--- src/rtl/washer_panel_if.sv ---
// Signal bundle between the washer front panel and its environment: raw panel and
// controller inputs, the controller-facing outputs, and the FSM state for observation.
// Handshake: there is no valid/ready flow; o_start, o_cancel and o_refund are
// single-cycle strobes, all other outputs are registered levels.
interface washer_panel_if;
  logic       i_btn_start;
  logic       i_btn_cancel;
  logic       i_btn_mode;
  logic       i_coin_sense;
  logic       i_done;
  logic       i_coinreturn;
  logic       o_coin;
  logic       o_start;
  logic       o_cancel;
  logic       o_mode_1;
  logic       o_mode_2;
  logic       o_mode_3;
  logic [1:0] o_mode_sel;
  logic [3:0] o_credit;
  logic       o_refund;
  logic [1:0] dbg_state;

  modport master (
    output i_btn_start, i_btn_cancel, i_btn_mode, i_coin_sense, i_done, i_coinreturn,
    input  o_coin, o_start, o_cancel, o_mode_1, o_mode_2, o_mode_3,
    input  o_mode_sel, o_credit, o_refund, dbg_state
  );

  modport slave (
    input  i_btn_start, i_btn_cancel, i_btn_mode, i_coin_sense, i_done, i_coinreturn,
    output o_coin, o_start, o_cancel, o_mode_1, o_mode_2, o_mode_3,
    output o_mode_sel, o_credit, o_refund, dbg_state
  );
endinterface

--- src/rtl/washer_panel.sv ---
// Washer front panel: synchronises and debounces buttons and coin sensor, keeps
// coin credit against PRICE, selects wash mode and pays out refunds coin by coin.
module washer_panel #(
  parameter int DEBOUNCE_CYCLES = 20,
  parameter int PRICE           = 3,
  parameter int REFUND_GAP      = 2
) (
  input  logic         i_clk,
  input  logic         i_rst,
  washer_panel_if.slave bus
);
  localparam int CW = $clog2(DEBOUNCE_CYCLES) + 1;
  localparam int GW = (REFUND_GAP > 1) ? $clog2(REFUND_GAP) : 1;
  localparam logic [CW-1:0] DEB_LAST = CW'(DEBOUNCE_CYCLES - 1);
  localparam logic [GW-1:0] GAP_LAST = GW'(REFUND_GAP - 1);
  localparam logic [3:0]    PRICE4   = 4'(PRICE);

  localparam logic [1:0] S_IDLE   = 2'd0;
  localparam logic [1:0] S_PAID   = 2'd1;
  localparam logic [1:0] S_RUN    = 2'd2;
  localparam logic [1:0] S_REFUND = 2'd3;

  localparam int EV_START = 0, EV_CANCEL = 1, EV_MODE = 2, EV_COIN = 3;

  logic [3:0]         raw;
  logic [3:0]         sync1_q, sync2_q, deb_q, deb_d, ev_q, ev_d;
  logic [3:0][CW-1:0] cnt_q, cnt_d;

  logic [1:0]    state_q, state_d;
  logic [3:0]    credit_q, credit_d, cred_inc, rem;
  logic [1:0]    mode_q, mode_d;
  logic [GW-1:0] gap_q, gap_d;
  logic          coin_q, coin_d, start_q, start_d, cancel_q, cancel_d, refund_q, refund_d;
  logic [2:0]    modes_q, modes_d;
  logic          coin_ok, fire, run_hold;

  assign raw = {bus.i_coin_sense, bus.i_btn_mode, bus.i_btn_cancel, bus.i_btn_start};

  // A change is accepted only after DEBOUNCE_CYCLES consecutive disagreeing samples.
  always_comb begin
    for (int i = 0; i < 4; i++) begin
      cnt_d[i] = '0;
      deb_d[i] = deb_q[i];
      if (sync2_q[i] != deb_q[i]) begin
        if (cnt_q[i] == DEB_LAST) deb_d[i] = sync2_q[i];
        else                      cnt_d[i] = cnt_q[i] + CW'(1);
      end
    end
    ev_d = deb_d & ~deb_q;
  end

  always_comb begin
    coin_ok  = ev_q[EV_COIN] && (state_q != S_REFUND) && (credit_q != 4'hF);
    cred_inc = credit_q + {3'b000, coin_ok};
    rem      = cred_inc - PRICE4;
    state_d  = state_q;
    credit_d = cred_inc;
    mode_d   = mode_q;
    start_d  = 1'b0;
    cancel_d = 1'b0;
    if (ev_q[EV_MODE] && (state_q == S_IDLE || state_q == S_PAID))
      mode_d = (mode_q == 2'd3) ? 2'd1 : mode_q + 2'd1;
    case (state_q)
      S_IDLE: begin
        if (bus.i_coinreturn)                          state_d = S_REFUND;
        else if (ev_q[EV_CANCEL] && cred_inc != 4'd0)  state_d = S_REFUND;
        else if (credit_q >= PRICE4)                   state_d = S_PAID;
      end
      S_PAID: begin
        if (bus.i_coinreturn) state_d = S_REFUND;
        else if (ev_q[EV_CANCEL]) begin
          state_d  = S_REFUND;
          cancel_d = 1'b1;
        end else if (ev_q[EV_START]) begin
          state_d = S_RUN;
          start_d = 1'b1;
        end
      end
      S_RUN: begin
        if (bus.i_coinreturn) state_d = S_REFUND;
        else if (bus.i_done || ev_q[EV_CANCEL]) begin
          // Cancelling a running cycle forfeits its price just like completing it.
          cancel_d = !bus.i_done;
          credit_d = rem;
          state_d  = (rem >= PRICE4) ? S_PAID : S_IDLE;
        end
      end
      default: begin
        if (credit_q == 4'd0) state_d = S_IDLE;
      end
    endcase

    // The first coin is ejected on entry, then one every REFUND_GAP cycles.
    fire     = (state_d == S_REFUND) && (credit_d != 4'd0) &&
               ((state_q != S_REFUND) || (gap_q == GAP_LAST));
    refund_d = fire;
    gap_d    = gap_q;
    if (fire) begin
      credit_d = credit_d - 4'd1;
      gap_d    = '0;
    end else if (state_q == S_REFUND && gap_q != GAP_LAST) begin
      gap_d = gap_q + GW'(1);
    end

    coin_d   = !(state_d == S_PAID || state_d == S_RUN);
    run_hold = (state_q == S_RUN) && (state_d == S_RUN);
    modes_d  = {run_hold && mode_q == 2'd3, run_hold && mode_q == 2'd2,
                run_hold && mode_q == 2'd1};
  end

  always_ff @(posedge i_clk) begin
    if (i_rst) begin
      sync1_q  <= '0;
      sync2_q  <= '0;
      deb_q    <= '0;
      cnt_q    <= '0;
      ev_q     <= '0;
      state_q  <= S_IDLE;
      credit_q <= '0;
      mode_q   <= 2'd1;
      gap_q    <= '0;
      coin_q   <= 1'b1;
      start_q  <= 1'b0;
      cancel_q <= 1'b0;
      refund_q <= 1'b0;
      modes_q  <= '0;
    end else begin
      sync1_q  <= raw;
      sync2_q  <= sync1_q;
      deb_q    <= deb_d;
      cnt_q    <= cnt_d;
      ev_q     <= ev_d;
      state_q  <= state_d;
      credit_q <= credit_d;
      mode_q   <= mode_d;
      gap_q    <= gap_d;
      coin_q   <= coin_d;
      start_q  <= start_d;
      cancel_q <= cancel_d;
      refund_q <= refund_d;
      modes_q  <= modes_d;
    end
  end

  assign bus.o_coin     = coin_q;
  assign bus.o_start    = start_q;
  assign bus.o_cancel   = cancel_q;
  assign bus.o_mode_1   = modes_q[0];
  assign bus.o_mode_2   = modes_q[1];
  assign bus.o_mode_3   = modes_q[2];
  assign bus.o_mode_sel = mode_q;
  assign bus.o_credit   = credit_q;
  assign bus.o_refund   = refund_q;
  assign bus.dbg_state  = state_q;
endmodule

--- src/flat_wrapper.sv ---
// flat-port wrapper written by rule: the top's interface ports become plain ports
module washer_panel_flat 
#(
  parameter int DEBOUNCE_CYCLES = 20,
  parameter int PRICE           = 3,
  parameter int REFUND_GAP      = 2
)
  (i_clk, i_rst, bus_i_btn_start, bus_i_btn_cancel, bus_i_btn_mode, bus_i_coin_sense, bus_i_done, bus_i_coinreturn, bus_o_coin, bus_o_start, bus_o_cancel, bus_o_mode_1, bus_o_mode_2, bus_o_mode_3, bus_o_mode_sel, bus_o_credit, bus_o_refund, bus_dbg_state);
  washer_panel_if bus_i ();
  input  logic i_clk;
  input  logic i_rst;
  input wire logic [$bits(bus_i.i_btn_start)-1:0] bus_i_btn_start;
  input wire logic [$bits(bus_i.i_btn_cancel)-1:0] bus_i_btn_cancel;
  input wire logic [$bits(bus_i.i_btn_mode)-1:0] bus_i_btn_mode;
  input wire logic [$bits(bus_i.i_coin_sense)-1:0] bus_i_coin_sense;
  input wire logic [$bits(bus_i.i_done)-1:0] bus_i_done;
  input wire logic [$bits(bus_i.i_coinreturn)-1:0] bus_i_coinreturn;
  output wire logic [$bits(bus_i.o_coin)-1:0] bus_o_coin;
  output wire logic [$bits(bus_i.o_start)-1:0] bus_o_start;
  output wire logic [$bits(bus_i.o_cancel)-1:0] bus_o_cancel;
  output wire logic [$bits(bus_i.o_mode_1)-1:0] bus_o_mode_1;
  output wire logic [$bits(bus_i.o_mode_2)-1:0] bus_o_mode_2;
  output wire logic [$bits(bus_i.o_mode_3)-1:0] bus_o_mode_3;
  output wire logic [$bits(bus_i.o_mode_sel)-1:0] bus_o_mode_sel;
  output wire logic [$bits(bus_i.o_credit)-1:0] bus_o_credit;
  output wire logic [$bits(bus_i.o_refund)-1:0] bus_o_refund;
  output wire logic [$bits(bus_i.dbg_state)-1:0] bus_dbg_state;
  assign bus_i.i_btn_start = bus_i_btn_start;
  assign bus_i.i_btn_cancel = bus_i_btn_cancel;
  assign bus_i.i_btn_mode = bus_i_btn_mode;
  assign bus_i.i_coin_sense = bus_i_coin_sense;
  assign bus_i.i_done = bus_i_done;
  assign bus_i.i_coinreturn = bus_i_coinreturn;
  assign bus_o_coin = bus_i.o_coin;
  assign bus_o_start = bus_i.o_start;
  assign bus_o_cancel = bus_i.o_cancel;
  assign bus_o_mode_1 = bus_i.o_mode_1;
  assign bus_o_mode_2 = bus_i.o_mode_2;
  assign bus_o_mode_3 = bus_i.o_mode_3;
  assign bus_o_mode_sel = bus_i.o_mode_sel;
  assign bus_o_credit = bus_i.o_credit;
  assign bus_o_refund = bus_i.o_refund;
  assign bus_dbg_state = bus_i.dbg_state;
  washer_panel #(.DEBOUNCE_CYCLES(DEBOUNCE_CYCLES), .PRICE(PRICE), .REFUND_GAP(REFUND_GAP)) u_core (.i_clk(i_clk), .i_rst(i_rst), .bus(bus_i));
endmodule
--- config.mk ---
export PLATFORM = sky130hd
export DESIGN_NAME = washer_panel_flat
export DESIGN_NICKNAME = d
export VERILOG_FILES = /design/src/rtl/washer_panel_if.sv /design/src/rtl/washer_panel.sv /design/src/flat_wrapper.sv
export SDC_FILE = /design/constraint.sdc
export NUM_CORES = 1
export LEC_CHECK = 0
export CORE_ASPECT_RATIO = 1.5
export CORE_MARGIN = 2
export CORE_UTILIZATION = 57
export CTS_CLUSTER_DIAMETER = 100
export DETAILED_ROUTE_END_ITERATION = 7
export GPL_TIMING_DRIVEN = 0
export HOLD_SLACK_MARGIN = 0.1
export PLACE_DENSITY = 0.79
export SETUP_SLACK_MARGIN = 0.4
export SLEW_MARGIN = 15
export SYNTH_ARGS = -nofsm -noshare
export SYNTH_HDL_FRONTEND = slang
export SYNTH_SLANG_ARGS = --single-unit
export TNS_END_PERCENT = 1
--- constraint.sdc ---
create_clock -name i_clk -period 3.8 [get_ports i_clk]
set_input_delay 0.76 -clock i_clk [delete_from_list [all_inputs] [get_ports i_clk]]
set_output_delay 0.76 -clock i_clk [all_outputs]
set_load 0.02 [all_outputs]
Yosys cells after proc, flatten, opt, wreduce, memory -nomap -nowiden
Index checks and enable logic that the tools add are counted.
{"block": "totals", "register_bits": 56, "latch_bits": 0, "mem_bits_rw": 0, "rom_bits": 0, "n_memories": 0}
{"block": "classes", "add_sub_neg": 9, "multipliers": 0, "n_div": 0, "order_cmp": 2, "n_eq_ne": 19, "n_shift": 0, "n_mux": 30, "bitwise_logic": 8, "reduce_logical": 27}
{"op": "$add A6 B1 Y6 const B", "count": 4}
{"op": "$eq A6 B5 Y1 const B", "count": 4}
{"op": "$mux W2", "count": 10}
{"op": "$mux W4", "count": 4}
{"op": "$mux W1", "count": 14}
{"op": "$eq A2 B2 Y1 const B", "count": 6}
{"op": "$reduce_or A3 Y1", "count": 4}
{"op": "$logic_and A1 B1 Y1", "count": 11}
{"op": "$ge A4 B2 Y1 const B", "count": 2}
{"op": "$reduce_bool A4 Y1", "count": 2}
{"op": "$eq A2 B1 Y1 const B", "count": 3}
{"op": "$not A1 Y1", "count": 6}
{"op": "$pmux W2 S3", "count": 1}
{"op": "$add A4 B1 Y4", "count": 1}
{"op": "$and A4 B4 Y4", "count": 1}
{"op": "$logic_not A4 Y1", "count": 1}
{"op": "$logic_or A1 B1 Y1", "count": 4}
{"op": "$ne A1 B1 Y1", "count": 4}
{"op": "$ne A4 B4 Y1 const B", "count": 1}
{"op": "$not A4 Y4", "count": 1}
{"op": "$reduce_or A4 Y1", "count": 1}
{"op": "$sub A4 B1 Y4 const B", "count": 1}
{"op": "$sub A4 B2 Y4 const B", "count": 1}
{"op": "$add A2 B1 Y2 const B", "count": 1}
{"op": "6 further kinds", "count": 7}

Logic depth before layout (Yosys ltp)
{"block": "logic_depth", "word_depth": 14, "ltp_mapped": 18, "depth_no_buf": 17}

Worst setup path after synthesis
OpenSTA, ideal clock, no wires.
{"block": "synth_path", "kind": "reg-to-reg", "from": "reg u_core.state_q[0] (netlist: u_core.bus.dbg_state[0])", "to": "reg u_core.credit_q[1] (netlist: u_core.bus.o_credit[1])", "setup_time_ps": 63, "arrival_ps": 3576, "setup_slack_ps": 161, "stages_incl_launch_ff": 18, "n_path_buf": 1, "cell_sequence": "dfxtp_1 > ha_1 > inv_1 > and3_1 > ha_1 > ha_1 > ha_1 > xnor2_1 > a31oi_1 > a211oi_1 > a21boi_1 > ha_1 > o21ai_0 > a311oi_1 > a31o_1 > buf_6 > mux2_4 > nor2_2"}
{"block": "synth_via", "elab_chain_len": 14}
{"element": "from (decl)", "line_no": "washer_panel.sv:29", "text": "logic [1:0] state_q, state_d;"}
{"element": "from (signal assigned)", "line_no": "washer_panel.sv:133", "text": "state_q <= state_d;"}
{"element": "$ne A2 B2 Y1", "line_no": "washer_panel.sv:53", "text": "coin_ok = ev_q[EV_COIN] && (state_q != S_REFUND) && (credit_q != 4'hF);"}
{"element": "$logic_and A1 B1 Y1 (2 in a row)", "line_no": "washer_panel.sv:53"}
{"element": "$add A4 B1 Y4", "line_no": "washer_panel.sv:54", "text": "cred_inc = credit_q + {3'b000, coin_ok};"}
{"element": "$sub A4 B2 Y4", "line_no": "washer_panel.sv:55", "text": "rem = cred_inc - PRICE4;"}
{"element": "$ge A4 B2 Y1", "line_no": "washer_panel.sv:85", "text": "state_d = (rem >= PRICE4) ? S_PAID : S_IDLE;"}
{"element": "$mux W1", "line_no": "washer_panel.sv:85"}
{"element": "$mux W2", "line_no": "washer_panel.sv:81", "text": "else if (bus.i_done || ev_q[EV_CANCEL]) begin"}
{"element": "$mux W2", "line_no": "washer_panel.sv:80", "text": "if (bus.i_coinreturn) state_d = S_REFUND;"}
{"element": "$pmux W2 S3 *", "line_no": "washer_panel.sv:63", "text": "case (state_q)"}
{"element": "named net u_core.state_d[0]", "line_no": "washer_panel.sv:29"}
{"element": "$eq A2 B2 Y1 *", "line_no": "washer_panel.sv:94", "text": "fire = (state_d == S_REFUND) && (credit_d != 4'd0) &&"}
{"element": "$logic_and A1 B1 Y1 * (2 in a row)", "line_no": "washer_panel.sv:94"}
{"element": "$mux W4 *", "line_no": "washer_panel.sv:98", "text": "if (fire) begin"}
{"element": "to (signal assigned)", "line_no": "washer_panel.sv:134", "text": "credit_q <= credit_d;"}
{"element": "to (decl)", "line_no": "washer_panel.sv:30", "text": "logic [3:0] credit_q, credit_d, cred_inc, rem;"}
The timed path passes the listed nets; every way through them passes the cells marked *.
A chain may end at the register's enable or synchronous reset.

Worst setup path in the final report
{"block": "layout_path", "from": "reg u_core.state_q[1] (netlist: u_core.bus.dbg_state[1])", "to": "reg u_core.credit_q[1] (netlist: u_core.bus.o_credit[1])"}
Same word-level chain as after synthesis.

==> flow_summary.json <==
{
  "status": "completed",
  "fillers": 345,
  "fin_util_pct": 71.2,
  "ctsLongestPathBuffers": 2,
  "final_max_slew_viol_count": 0,
  "antennaDiodeCount": 0,
  "syn_to_final_growth_pct": 21.7,
  "cts_tree": "built",
  "hold_viol": 0,
  "die_h_um": 86.9,
  "crit_chain": "ha_4 -> inv_2 -> and3_4 -> ha_4 -> ha_4 -> xnor2_4 -> buf_4 -> xnor2_2 -> a31oi_1 -> a211oi_2 -> a21boi_1 -> ha_2 -> o21ai_2 -> a311oi_2 -> a31o_1 -> buf_6 -> mux2_4 -> nor2_2",
  "drv_cap": 0,
  "yosysSeqAreaShare_pct": 42.9,
  "tns_ns": 0,
  "postRouteAntennaNets": 0,
  "ctsRootBufferMaster": "clkbuf_8",
  "leakage_nw": 1.19,
  "synth_cell_types": 50,
  "slowest_stage": "dfxtp_4",
  "dr.pass1.iters": 4,
  "clk_pin_slew_ns": 0.10,
  "min_path_type": "reg -> reg",
  "place_ws_ns": 0.0291,
  "routed_wl_mm": 5.05,
  "finalPower_mw": 1.78,
  "setup_viol": 0,
  "final_common_cell": "dfxtp_1",
  "internal_power_mw": 1.14,
  "slew_headroom_pct": 62.6,
  "r2r-end": "u_core.bus.o_credit[1]",
  "synth_edf_count": 0,
  "coreArea_um2": 4470,
  "track_usage_pct": 20.3,
  "required_ns": 4.06,
  "port_buffers": 21,
  "fin_ws_ns": 0.398,
  "rr_worst_depth": 18,
  "gp_congestion": 0.912,
  "fin_crit_sh_pct": 89.5,
  "net-switching-power_uw": 631,
  "final_nets": 347,
  "synth_fp_nets": 306,
  "ys_ff_latch": 56,
  "finClkSkew_ns": 0.00551,
  "cp_top_family": "compound AO/OA/AOI/OAI gates",
  "htreeDepth": 2,
  "rows": 30,
  "grt_pass1_vias": 1803,
  "ioPinCount": 23,
  "ir_worst_vdd_mv": 0.340,
  "syn_area_um2": 2610,
  "pwr-share-seq_pct": 38.2,
  "async_reset_ff_share_pct": 0,
  "multi_input_area_um2": 1480,
  "drc": 0,
  "end_kind": "register",
  "worstSetupPathType": "reg -> reg",
  "clk_latency_ns": 0.31,
  "grt_pass1_wl_mm": 8.00,
  "cts_buffers": 5,
  "seq_area_um2": 1130,
  "path_depth": 18,
  "cts.sinks": 56,
  "final_cell_mix": "50 x dfxtp_1, 41 x nor2_1, 21 x clkdlybuf4s50_1, 14 x nand3_1, 14 x ha_1",
  "crit_top_cell": "ha_4",
  "route.vias.total": 2005,
  "min_from": "u_core.cnt_q[0]",
  "whs_path_depth": 1,
  "initial_utilization_pct": 58.5,
  "clockPowerShare_pct": 18.6,
  "grt_max_degree": 19,
  "rsz0062_at_grt": "true",
  "power.density_nw_per_um2": 558,
  "via_per_inst": 5.43,
  "critPathLaunchType": "register",
  "hold_end": "u_core.cnt_q[0]",
  "swShare_pct": 35.6,
  "dieArea_um2": 5150,
  "combPwrFrac_pct": 43.2,
  "startpoint": "u_core.bus.dbg_state[1]",
  "wl_per_cell_um": 13.7,
  "timing.hold.ws_ns": 0.445,
  "initialDrtViolationCount": 65,
  "finalCriticalPeriod_ns": 3.40,
  "path_buf_inv": 3,
  "layout-drive-gt1-share_pct": 16.2,
  "worst-slew-pin-transition_ns": 0.560,
  "ys_warn_count": 0,
  "arrival_ns": 3.66,
  "synth_area_per_cell_um2": 9.37,
  "cp_max_fo": 8,
  "hold_buffers": 0,
  "hpwlAfterDp_mm": 3.21,
  "grt_overflow": 0,
  "antenna_found_initial": 0,
  "fmax_ghz": 0.294,
  "synthCells": 279,
  "die_w_um": 59.3,
  "reg2reg_setup_slack_ns": 0.40,
  "r2r-start": "u_core.bus.dbg_state[1]",
  "slowest_delay_ns": 0.38,
  "synth_flop_cell": "dfxtp_1"
}
==> state kept, by name, indices dropped and copies added (netlist names) <==
register / flops
u_core.bus.o_credit: 4
u_core.bus.dbg_state: 2
u_core.bus.o_refund: 1
u_core.bus.o_mode_sel: 2
u_core.gap_q: 1
u_core.bus.o_coin: 1
u_core.sync2_q: 4
u_core.bus.o_start: 1
u_core.ev_q: 4
u_core.modes_q: 3
u_core.deb_q: 4
u_core.sync1_q: 4
u_core.bus.o_cancel: 1
u_core.cnt_q: 24
==> cells by family (layout without fill, tap and decap cells) <==
group / after synthesis / count (layout) / synth area share [%]
AO/OA/AOI/OAI: 37 / 37 / 9.81
XOR/XNOR: 27 / 27 / 10.1
multiplexers: 6 / 6 / 2.49
AND/OR/NAND/NOR: 110 / 110 / 21.6
flip-flops: 56 / 56 / 42.9
adder cells (fa/ha/maj): 19 / 19 / 9.10
buffers and inverters: 24 / 66 / 4.02
==> layer usage <==
layer | part of all wire [%] | track usage, % | wire length, µm | vias up
li1 | - | - | - | 1025
met1 | 42 | 23.7 | 2110 | 926
met2 | 52 | 34.7 | 2650 | 40
met3 | 3.0 | 4.75 | 154 | 14
met4 | 2.7 | 8.68 | 138 | 0
met5 | 0 | 0 | 0 | -
==> area by class of cell <==
type                    count  area share (%)
clock inverters             3           0.669
inverters                  13            1.53
flip-flops and latches     56            35.6
repair buffers             34            9.68
plain buffers              11            1.77
well taps                  48            1.89
multi-input cells         199            46.7
clock buffers               5            2.16
==> synth_stat cells, drive strengths merged (4+ instances only) <==
library cell,count,share of area (%)
nor2,42,6.1
ha,19,9.1
nand3,15,3.4
inv,13,1.9
nor4,4,0.96
o21ai,7,1.3
nor3,6,1.1
dfxtp,56,43
or3,5,1.2
a21oi,8,1.5
and2,5,1.2
clkbuf,8,1.1
and3,4,0.96
nor2b,9,2.2
xnor2,15,5.7
mux2i,5,1.9
nand2b,4,0.96
nand2,10,1.7
xor2,12,4.3
==> power groups by stage <==
stage / clock network, mW / logic [mW] / registers [mW]
floorplan: 0 / 0.394 / 0.720
global placement: 0 / 0.573 / 0.690
finish: 0.330 / 0.766 / 0.679
detailed placement: 0 / 0.579 / 0.690
CTS: 0.337 / 0.627 / 0.683
global route: 0.364 / 0.830 / 0.685
==> metrics by stage <==
step	cells	cell area, µm²
6_report	369	3180
4_1_cts	357	3070
2_1_floorplan	279	2640
3_5_place_dp	348	2910
3_3_place_gp	348	2910
5_1_grt	369	3180
==> worst reg2reg max path, cell delays in order, from the launching register on <==
cell      delay (ns)
dfxtp_4         0.38
ha_4            0.17
inv_2           0.07
and3_4          0.18
ha_4            0.17
ha_4            0.19
xnor2_4         0.26
buf_4           0.17
xnor2_2         0.12
a31oi_1         0.13
a211oi_2        0.30
a21boi_1        0.12
ha_2            0.21
o21ai_2         0.08
a311oi_2        0.06
a31o_1          0.23
buf_6           0.14
mux2_4          0.30
nor2_2          0.07
==> how the worst max path moves through the flow <==
stage / endpoint
after floorplan: u_core.bus.o_credit[1]
after global placement: u_core.bus.o_credit[3]
after detailed placement: u_core.bus.o_credit[3]
after CTS: u_core.bus.o_credit[1]
after global routing: u_core.bus.o_credit[1]
final: u_core.bus.o_credit[1]
==> what timing repair did <==
action / 4_1_cts / 5_1_grt
setup endpoints to repair: 6 / 6
setup buffers: 1 / 12
gates resized for setup: 11 / 8
pin swaps: 4 / 6
No activity file was read; power rests on OpenSTA's default activity.
